File: src/rtl/matrix_glyph_source.sv
// Glyph ROM pixel source for an 8x8 APA102 matrix: streams 64 LED words per frame
// in strip order over valid/ready, with serpentine row mapping and fg/bg colouring.
module matrix_glyph_source #(
   parameter int WIDTH      = 8,
   parameter int HEIGHT     = 8,
   parameter int NUM_GLYPHS = 4,
   parameter bit SERPENTINE = 1'b1
) (
   input  logic        clk,
   input  logic        rst,
   input  logic        start,
   input  logic [1:0]  glyph_sel,
   input  logic [31:0] fg_color,
   input  logic [31:0] bg_color,
   output logic        busy,
   output logic        pix_valid,
   input  logic        pix_ready,
   output logic [31:0] pix_data,
   output logic [5:0]  pix_index,
   output logic        pix_last,
   output logic        done
);

   localparam int NUM_LEDS = WIDTH * HEIGHT;
   localparam logic [5:0] LAST_IDX = 6'(NUM_LEDS - 1);

   // Row-major, MSB-first: bit 63 is row 0 col 0, each byte is one row.
   localparam logic [63:0] GLYPH_ROM [4] = '{
      64'h0000780C7CCC7600,
      64'h0706063E66663B00,
      64'h00001E3303331E00,
      64'h3830303E33336E00
   };

   typedef enum logic [1:0] {
      S_IDLE,
      S_LOAD,
      S_STREAM
   } state_t;

   state_t      state_q, state_d;
   logic [1:0]  sel_q, sel_d;
   logic [31:0] fg_q, fg_d;
   logic [31:0] bg_q, bg_d;
   logic [63:0] shadow_q, shadow_d;
   logic        busy_q, busy_d;
   logic        valid_q, valid_d;
   logic [31:0] data_q, data_d;
   logic [5:0]  index_q, index_d;
   logic        last_q, last_d;
   logic        done_q, done_d;

   // Shadow bits reordered into strip order so a pixel is a single indexed lookup.
   logic [63:0] strip_bits;

   for (genvar gi = 0; gi < NUM_LEDS; gi++) begin : g_map
      localparam int ROW     = gi / WIDTH;
      localparam int COL_RAW = gi % WIDTH;
      localparam int COL     = (SERPENTINE && (ROW % 2 == 1)) ? (WIDTH - 1 - COL_RAW) : COL_RAW;
      assign strip_bits[gi] = shadow_q[63 - (ROW * WIDTH + COL)];
   end

   logic [5:0]  lookup_idx;
   logic [31:0] lookup_word;

   // First beat presents index_q itself; later beats present the successor.
   assign lookup_idx  = valid_q ? (index_q + 6'd1) : index_q;
   assign lookup_word = (strip_bits[lookup_idx] ? fg_q : bg_q) | 32'hE000_0000;

   always_comb begin
      state_d  = state_q;
      sel_d    = sel_q;
      fg_d     = fg_q;
      bg_d     = bg_q;
      shadow_d = shadow_q;
      busy_d   = busy_q;
      valid_d  = valid_q;
      data_d   = data_q;
      index_d  = index_q;
      last_d   = last_q;
      done_d   = 1'b0;
      case (state_q)
         S_IDLE: begin
            if (start) begin
               state_d = S_LOAD;
               sel_d   = (int'(glyph_sel) < NUM_GLYPHS) ? glyph_sel : 2'd0;
               fg_d    = fg_color;
               bg_d    = bg_color;
               busy_d  = 1'b1;
            end
         end
         S_LOAD: begin
            shadow_d = GLYPH_ROM[sel_q];
            index_d  = 6'd0;
            state_d  = S_STREAM;
         end
         S_STREAM: begin
            if (!valid_q) begin
               valid_d = 1'b1;
               data_d  = lookup_word;
               last_d  = (lookup_idx == LAST_IDX);
            end else if (pix_ready) begin
               if (last_q) begin
                  state_d = S_IDLE;
                  valid_d = 1'b0;
                  last_d  = 1'b0;
                  busy_d  = 1'b0;
                  done_d  = 1'b1;
                  index_d = 6'd0;
               end else begin
                  index_d = lookup_idx;
                  data_d  = lookup_word;
                  last_d  = (lookup_idx == LAST_IDX);
               end
            end
         end
         default: state_d = S_IDLE;
      endcase
   end

   always_ff @(posedge clk or posedge rst) begin
      if (rst) begin
         state_q  <= S_IDLE;
         sel_q    <= 2'd0;
         fg_q     <= 32'd0;
         bg_q     <= 32'd0;
         shadow_q <= 64'd0;
         busy_q   <= 1'b0;
         valid_q  <= 1'b0;
         data_q   <= 32'd0;
         index_q  <= 6'd0;
         last_q   <= 1'b0;
         done_q   <= 1'b0;
      end else begin
         state_q  <= state_d;
         sel_q    <= sel_d;
         fg_q     <= fg_d;
         bg_q     <= bg_d;
         shadow_q <= shadow_d;
         busy_q   <= busy_d;
         valid_q  <= valid_d;
         data_q   <= data_d;
         index_q  <= index_d;
         last_q   <= last_d;
         done_q   <= done_d;
      end
   end

   assign busy      = busy_q;
   assign pix_valid = valid_q;
   assign pix_data  = data_q;
   assign pix_index = index_q;
   assign pix_last  = last_q;
   assign done      = done_q;

endmodule

File: config.mk
export PLATFORM = sky130hd
export DESIGN_NAME = matrix_glyph_source
export DESIGN_NICKNAME = d
export VERILOG_FILES = /design/src/rtl/matrix_glyph_source.sv
export SDC_FILE = /design/constraint.sdc
export NUM_CORES = 1
export LEC_CHECK = 0
export BUFFER_PORTS_ARGS = -buffer_cell sky130_fd_sc_hd__buf_2
export CAP_MARGIN = 20
export CORE_ASPECT_RATIO = 1.5
export CORE_MARGIN = 5
export CORE_UTILIZATION = 52
export CTS_CLUSTER_SIZE = 25
export DETAILED_ROUTE_END_ITERATION = 6
export HOLD_SLACK_MARGIN = 0.02
export PLACE_DENSITY = 0.83
export SLEW_MARGIN = 10
export SYNTH_ARGS = -nofsm -noshare
export SYNTH_HDL_FRONTEND = slang
export SYNTH_SLANG_ARGS = --single-unit
File: constraint.sdc
create_clock -name clk -period 4.4 [get_ports clk]
set_input_delay 0.22 -clock clk [delete_from_list [all_inputs] [get_ports clk]]
set_output_delay 0.22 -clock clk [all_outputs]
set_load 0.005 [all_outputs]
==> results.toml, run 1 <==
[place]
numPortBuffers = 105
place.detailed.hpwl_microns = 9280
gp_congestion = 0.937
place_inst = 714

[cells_and_area]
syn_to_final_growth_pct = 21.6
stdcell_count = 746
fillers = 819
fin_nets = 668
diodes = 0
drive_gt1_share_pct = 37.0

[synthesis]
synth_mux_area_share_pct = 14.2
synth.avg_cell_area_sq_um = 11.4
synth-edff-count = 0
synth.cell_area_sq_um = 5690
synth-compound-area-share_pct = 14.8
postSynthCellCount = 499
ys_types = 55
synth_xor_xnor_area_share_pct = 2.11
yosysSeqAreaShare_pct = 51.0
ys_async_sr_fraction_pct = 100
yosys.area_share.adder_pct = 1.98
ys.flop_type = "dfrtp_1"
syn_nets = 578
yosys.area_share.simple_pct = 11.4
synth_top_family_by_area = "compound AO/OA/AOI/OAI gates"
synth-seq-cells = 116
ys_warn_count = 0

[cts]
postCtsResizedCells = 0
clockBufferDepth = 2
cts_tree = "built"
cts.sinks = 116
holdBufCountCts = 0
root_buffer = "clkbuf_16"
h-tree-depth = 4
path_clk_slew_ns = 0.06
post_cts_buffers = 0
insertion_delay_ns = 0.41
cts_inserted_buffers = 17

[floorplanning]
fp-row-count = 46
die_y_microns = 138
pin_count = 112
initial_core_util_pct = 53.5
die_w_microns = 95.4
dieArea_sq_um = 13200
core-area_sq_um = 10600

[timing]
period_needed_ns = 3.46
maxSlewViolCount = 0
worst-slew-pin-transition_ns = 0.888
max_freq_mhz = 289
hold_ws_ns = -0.00590
rsz0062_at_grt = "false"
slew_headroom_pct = 40.8
finalHoldViolations = 10
timing.final.crit_share_pct = 78.6
setup_viol = 0
skew_ns = 0.0104
setup_tns_ns = 0

[setup_path]
cp_cell_sequence = "ha_1 > mux2_2 > xnor2_1 > a221oi_1 > a311o_1 > nand3_1 > and3_1 > buf_12 > a311o_1"
timing.critical_path.mode_cell = "a311o_1"
cp.arrival_ns = 3.74
worstPathMaxFanout = 20
crit_slowest_cell = "dfrtp_1"
critPathBufInv = 1
critPathKind = "flop to flop"
start_kind = "flop"
max_stage_delay_ns = 0.56
path_delay_family = "simple AND/OR/NAND/NOR gates"
end_kind = "flop"
cp.required_ns = 4.69

[job]
drv_cap = 0

[detailed_routing]
wl_per_cell_microns = 18.6
drtIter0Drc = 192
viasPerCell = 5.85
vias = 4364
final_antenna_net_count = 0
drc = 0
drt_wl_total_microns = 13900
firstDrtPassIters = 5

[grt]
grt_usage_pct = 22.3
overflow = 0
grt_max_degree = 90
grt_antenna_before_repair = 0
grt_pass1_vias = 4707
grt_pass1_wl_microns = 23000

[hold_path]
hold_class = "input pin to async pin"

[power]
p_leak_nw = 3.08
power_density_nw_per_um2 = 745
ir_drop_uv = 347

[status]
violations = "negative hold slack"
outcome = "complete, but fails checks"
## where the power goes
part           total (W)  switching, W  internal (W)  leakage (nW)
clock network    0.00145      0.000479      0.000973         0.301
registers        0.00190      0.000342       0.00156          1.40
logic            0.00180      0.000909      0.000895          1.38
total            0.00516       0.00173       0.00343          3.08
## path summary, 6_finish.rpt
path,start,end,slack [ns],cells past startpoint
min in group clk,bg_color[17],bg_q[17]$_DFFE_PP0P_,0.04,2
max in group asynchronous,rst,fg_q[22]$_DFFE_PP0P_,3.30,3
worst min register to register,shadow_q[9]$_DFFE_PP0N_,shadow_q[9]$_DFFE_PP0N_,0.47,1
worst max-delay path,pix_index[1]$_DFFE_PP0P_,pix_data[16]$_DFFE_PP0P_,0.94,9
worst min-delay path,rst,pix_data[30]$_DFFE_PP0P_,-0.006,2
worst max register to register,pix_index[1]$_DFFE_PP0P_,pix_data[16]$_DFFE_PP0P_,0.94,9
## metal layers
layer	track usage, %	routed length [microns]	share of wire, %
met5	0	0	0
met1	25.9	5330	38
met3	3.91	624	4.5
met2	38.2	7440	54
met4	11.8	495	3.6
## final cells by class
cell class | count | area, sq um | share of cell area [%]
flip-flops and latches | 116 | 2900 | 41.9
multi-input cells | 332 | 2570 | 37.1
repair buffers | 114 | 606 | 8.75
clock buffers | 19 | 453 | 6.54
well taps | 144 | 180 | 2.60
clock inverters | 13 | 179 | 2.58
inverters | 8 | 32.5 | 0.470
## layout by cell type (no fill, tap or decap), types with 4 or more instances in the layout
cell and count:
a31oi_1 31, nand2_1 48, clkinvlp_4 4, clkinv_2 4, ha_1 9, nor3_1 6
xnor2_1 7, nor2b_1 33, o21ai_0 18, buf_4 8, inv_1 7, nor2_1 10
nand3_1 9, buf_2 105, bufinv_16 4, mux2_2 65, nand2b_1 6, clkbuf_16 17
a22o_1 5, dfrtp_1 116, a311o_1 30, a21oi_1 4
## flip-flops by register name, summed over array words and instances (netlist names)
signal and flops:
pix_index 6, shadow_q 14, fg_q 29, bg_q 29, state_q 2, pix_last 1
done 1, pix_valid 1, sel_q 2, pix_data 30, busy 1
## Yosys cell counts, types with 7 or more instances
| cell | n | share of area [%] |
|---|---|---|
| ha_1 | 9 | 2.0 |
| nand3_1 | 9 | 0.79 |
| nor2b_1 | 33 | 3.6 |
| xnor2_1 | 7 | 1.1 |
| inv_1 | 8 | 0.53 |
| buf_2 | 10 | 0.88 |
| o21ai_0 | 18 | 1.6 |
| a311o_1 | 30 | 5.3 |
| nor2_1 | 10 | 0.66 |
| dfrtp_1 | 116 | 51 |
| mux2_2 | 65 | 13 |
| clkbuf_1 | 23 | 1.5 |
| nand2_1 | 48 | 3.2 |
| a31oi_1 | 31 | 3.4 |
## kinds of logic after synthesis
group                      Yosys count
and+or+nand+nor                    128
DFF                                116
AOI/OAI and AO/OA                  113
muxes                               70
buffers and inverters               51
xor gates and xnor gates            12
adders and majority gates            9
## per-stage QoR
step / total power [W] / hold slack, ns / util [%] / setup slack, ns / area [sq um]
floorplan: 0.00316 / 0.337 / - / 1.11 / 5690
global placement: 0.00359 / 0.431 / 59.1 / 1.05 / 6290
detailed placement: 0.00371 / 0.454 / 59.1 / 0.955 / 6290
CTS: 0.00519 / 0.0269 / 65.0 / 0.987 / 6920
global route: 0.00547 / 0.0362 / 65.0 / 0.833 / 6920
finish: 0.00516 / -0.00590 / 65.0 / 0.940 / 6920
Power figures use the tool's default switching activity.
==> run 2, diff against run 1 <==
--- a/config.mk
+++ b/config.mk
@@ -9,7 +9,7 @@
 export CAP_MARGIN = 20
 export CORE_ASPECT_RATIO = 1.5
 export CORE_MARGIN = 5
-export CORE_UTILIZATION = 52
+export CORE_UTILIZATION = 50
 export CTS_CLUSTER_SIZE = 25
 export DETAILED_ROUTE_END_ITERATION = 6
 export HOLD_SLACK_MARGIN = 0.02
==> constraint.sdc (replaced) <==
create_clock -name clk -period 3.05 [get_ports clk]
set_input_delay 0.1525 -clock clk [delete_from_list [all_inputs] [get_ports clk]]
set_output_delay 0.1525 -clock clk [all_outputs]
set_load 0.005 [all_outputs]
==> run 2 against run 1 <==
The run now ends clean. Combinational power up 59%. Worst hold slack gained 0.19 ns. Setup slack got worse by 0.76 ns. Largest power group is now combinational logic. Highest routed layer unchanged.
==> results.toml, run 2 (synthesized netlist as in run 1, its figures left out) <==
[cells_and_area]
drive_gt1_share_pct = 34.6
layout_commonest_cell = "dfrtp_1"
ff_latch_area_sq_um = 2900
fillers = 807
diodes = 0
syn_to_final_growth_pct = 33.5
multiInputGateArea_sq_um = 2570
largest_reg_flops = 30
fin_nets = 739
final_cell_mix = "dfrtp_1 (116), buf_2 (105), mux2_2 (65), dlygate4sd3_1 (61), nand2_1 (48)"

[timing]
skew_ns = 0.00863
finalHoldViolations = 0
setup_tns_ns = 0
setup_viol = 0
max_freq_mhz = 348
finalWorstSetupSlack_ns = 0.177
worst-slew-pin-transition_ns = 0.867
slew_headroom_pct = 42.2
rsz0062_at_grt = "false"
maxSlewViolCount = 0
timing.final.crit_share_pct = 94.2
period_needed_ns = 2.87

[power]
ir_drop_uv = 543
p_int_w = 0.00488
power_frac_comb_pct = 38.3
finalPower_w = 0.00750
p_clk_share_pct = 25.5
power_density_nw_per_um2 = 987
power.switching_w = 0.00262
sequentialPowerShare_pct = 36.2
swShare_pct = 34.9
p_leak_nw = 3.37

[setup_path]
end_kind = "flop"
worstPathMaxFanout = 12
cp.required_ns = 3.33
cp.arrival_ns = 3.16
path_delay_family = "compound AO/OA/AOI/OAI gates"
cp_cell_sequence = "ha_1 > xnor2_2 > mux2_1 > a311oi_2 > a2111o_1 > o311ai_4 > and3_1 > buf_4 > a311o_1"
critPathKind = "flop to flop"
start_kind = "flop"
crit_slowest_cell = "dfrtp_1"
critPathBufInv = 1
max_stage_delay_ns = 0.38

[floorplanning]
die_w_microns = 97.1
pin_count = 112
initial_core_util_pct = 51.2
die_y_microns = 141
core-area_sq_um = 11100
fp-row-count = 47
dieArea_sq_um = 13700

[cts]
path_clk_slew_ns = 0.06
insertion_delay_ns = 0.41
root_buffer = "clkbuf_16"
cts.sinks = 116
h-tree-depth = 4
cts_tree = "built"
clockBufferDepth = 2
cts_inserted_buffers = 17

[grt]
grt_usage_pct = 23.0
grt_pass1_wl_microns = 25100
grt_pass1_vias = 4954
grt_antenna_before_repair = 0
overflow = 0
grt_max_degree = 90

[place]
dpl_worst_slack_ns = 0.130
numPortBuffers = 105
gp_congestion = 0.894
place.detailed.hpwl_microns = 9650

[detailed_routing]
final_antenna_net_count = 0
firstDrtPassIters = 5
drc = 0
wl_per_cell_microns = 18.6
drtIter0Drc = 209
viasPerCell = 5.71
drt_wl_total_microns = 15300
vias = 4681

[job]
drv_cap = 0

[status]
outcome = "finished, final reports clean"

[hold_path]
hold_class = "input pin to flop"
==> run 2: cell types whose count changed in the layout (fill, tap and decap cells not counted), moves of 2 or more <==
| cell | delta |
|---|---|
| dlygate4sd3_1 | +61 |
| buf_4 | +7 |
| clkinv_4 | +4 |
| buf_12 | +3 |
| bufinv_16 | -2 |
==> run 2: final cells by class <==
cell class	instances	area share (%)
clock buffers	19	5.83
clock inverters	13	1.78
multi-input cells	332	33.9
repair buffers	185	17.5
inverters	8	0.444
well taps	147	2.42
flip-flops and latches	116	38.2
==> run 2: power by group through the flow <==
stage | Combinational (W) | Clock (W) | Sequential, W
after global routing | 0.00313 | 0.00203 | 0.00279
after global placement | 0.00265 | 0 | 0.00267
after floorplan | 0.00196 | 0 | 0.00259
after CTS | 0.00284 | 0.00194 | 0.00270
after detailed placement | 0.00276 | 0 | 0.00271
final | 0.00287 | 0.00191 | 0.00272
==> run 2: metal layers <==
metal,GRT usage [%],part of all wire (%),vias to the layer above
met5,0,0,-
li1,-,-,2155
met2,39.5,53,210
met4,12.3,3.4,0
met1,26.4,38,2277
met3,5.54,5.7,39
==> run 2: worst paths after layout <==
kind,endpoint,cells after the start,startpoint,slack [ns]
hold / removal,pix_last$_DFFE_PP0P_,4,pix_ready,0.18
min in group asynchronous,bg_q[16]$_DFFE_PP0P_,3,rst,0.29
hold reg to reg,busy$_DFFE_PP0P_,1,busy$_DFFE_PP0P_,0.47
max in group asynchronous,fg_q[5]$_DFFE_PP0P_,4,rst,2.03
setup reg to reg,pix_data[7]$_DFFE_PP0P_,9,pix_index[0]$_DFFE_PP0P_,0.18
setup / recovery,pix_data[7]$_DFFE_PP0P_,9,pix_index[0]$_DFFE_PP0P_,0.18
==> run 2: what timing repair did <==
action / 4_1_cts / 5_1_grt
endpoints found under the setup margin: 0 / 5
setup buffers: 0 / 0
gates resized for setup: 0 / 1
hold buffers: 61 / 0
hold endpoints to repair: 75 / 0
==> run 2: worst reg2reg max path: stages (launching register included) <==
cell and delay [ns]:
dfrtp_1 0.38, ha_1 0.30, xnor2_2 0.25, mux2_1 0.37
a311oi_2 0.35, a2111o_1 0.24, o311ai_4 0.11, and3_1 0.21
buf_4 0.20, a311o_1 0.34
==> run 2: through the flow <==
stage	area [sq um]	cells	hold slack [ns]	util, %
after floorplan	5700	499	0.269	-
after global placement	6410	727	0.150	57.6
after detailed placement	6410	727	0.166	57.6
after CTS	7600	820	0.166	68.3
after global routing	7600	820	0.212	68.4
final	7600	820	0.185	68.4
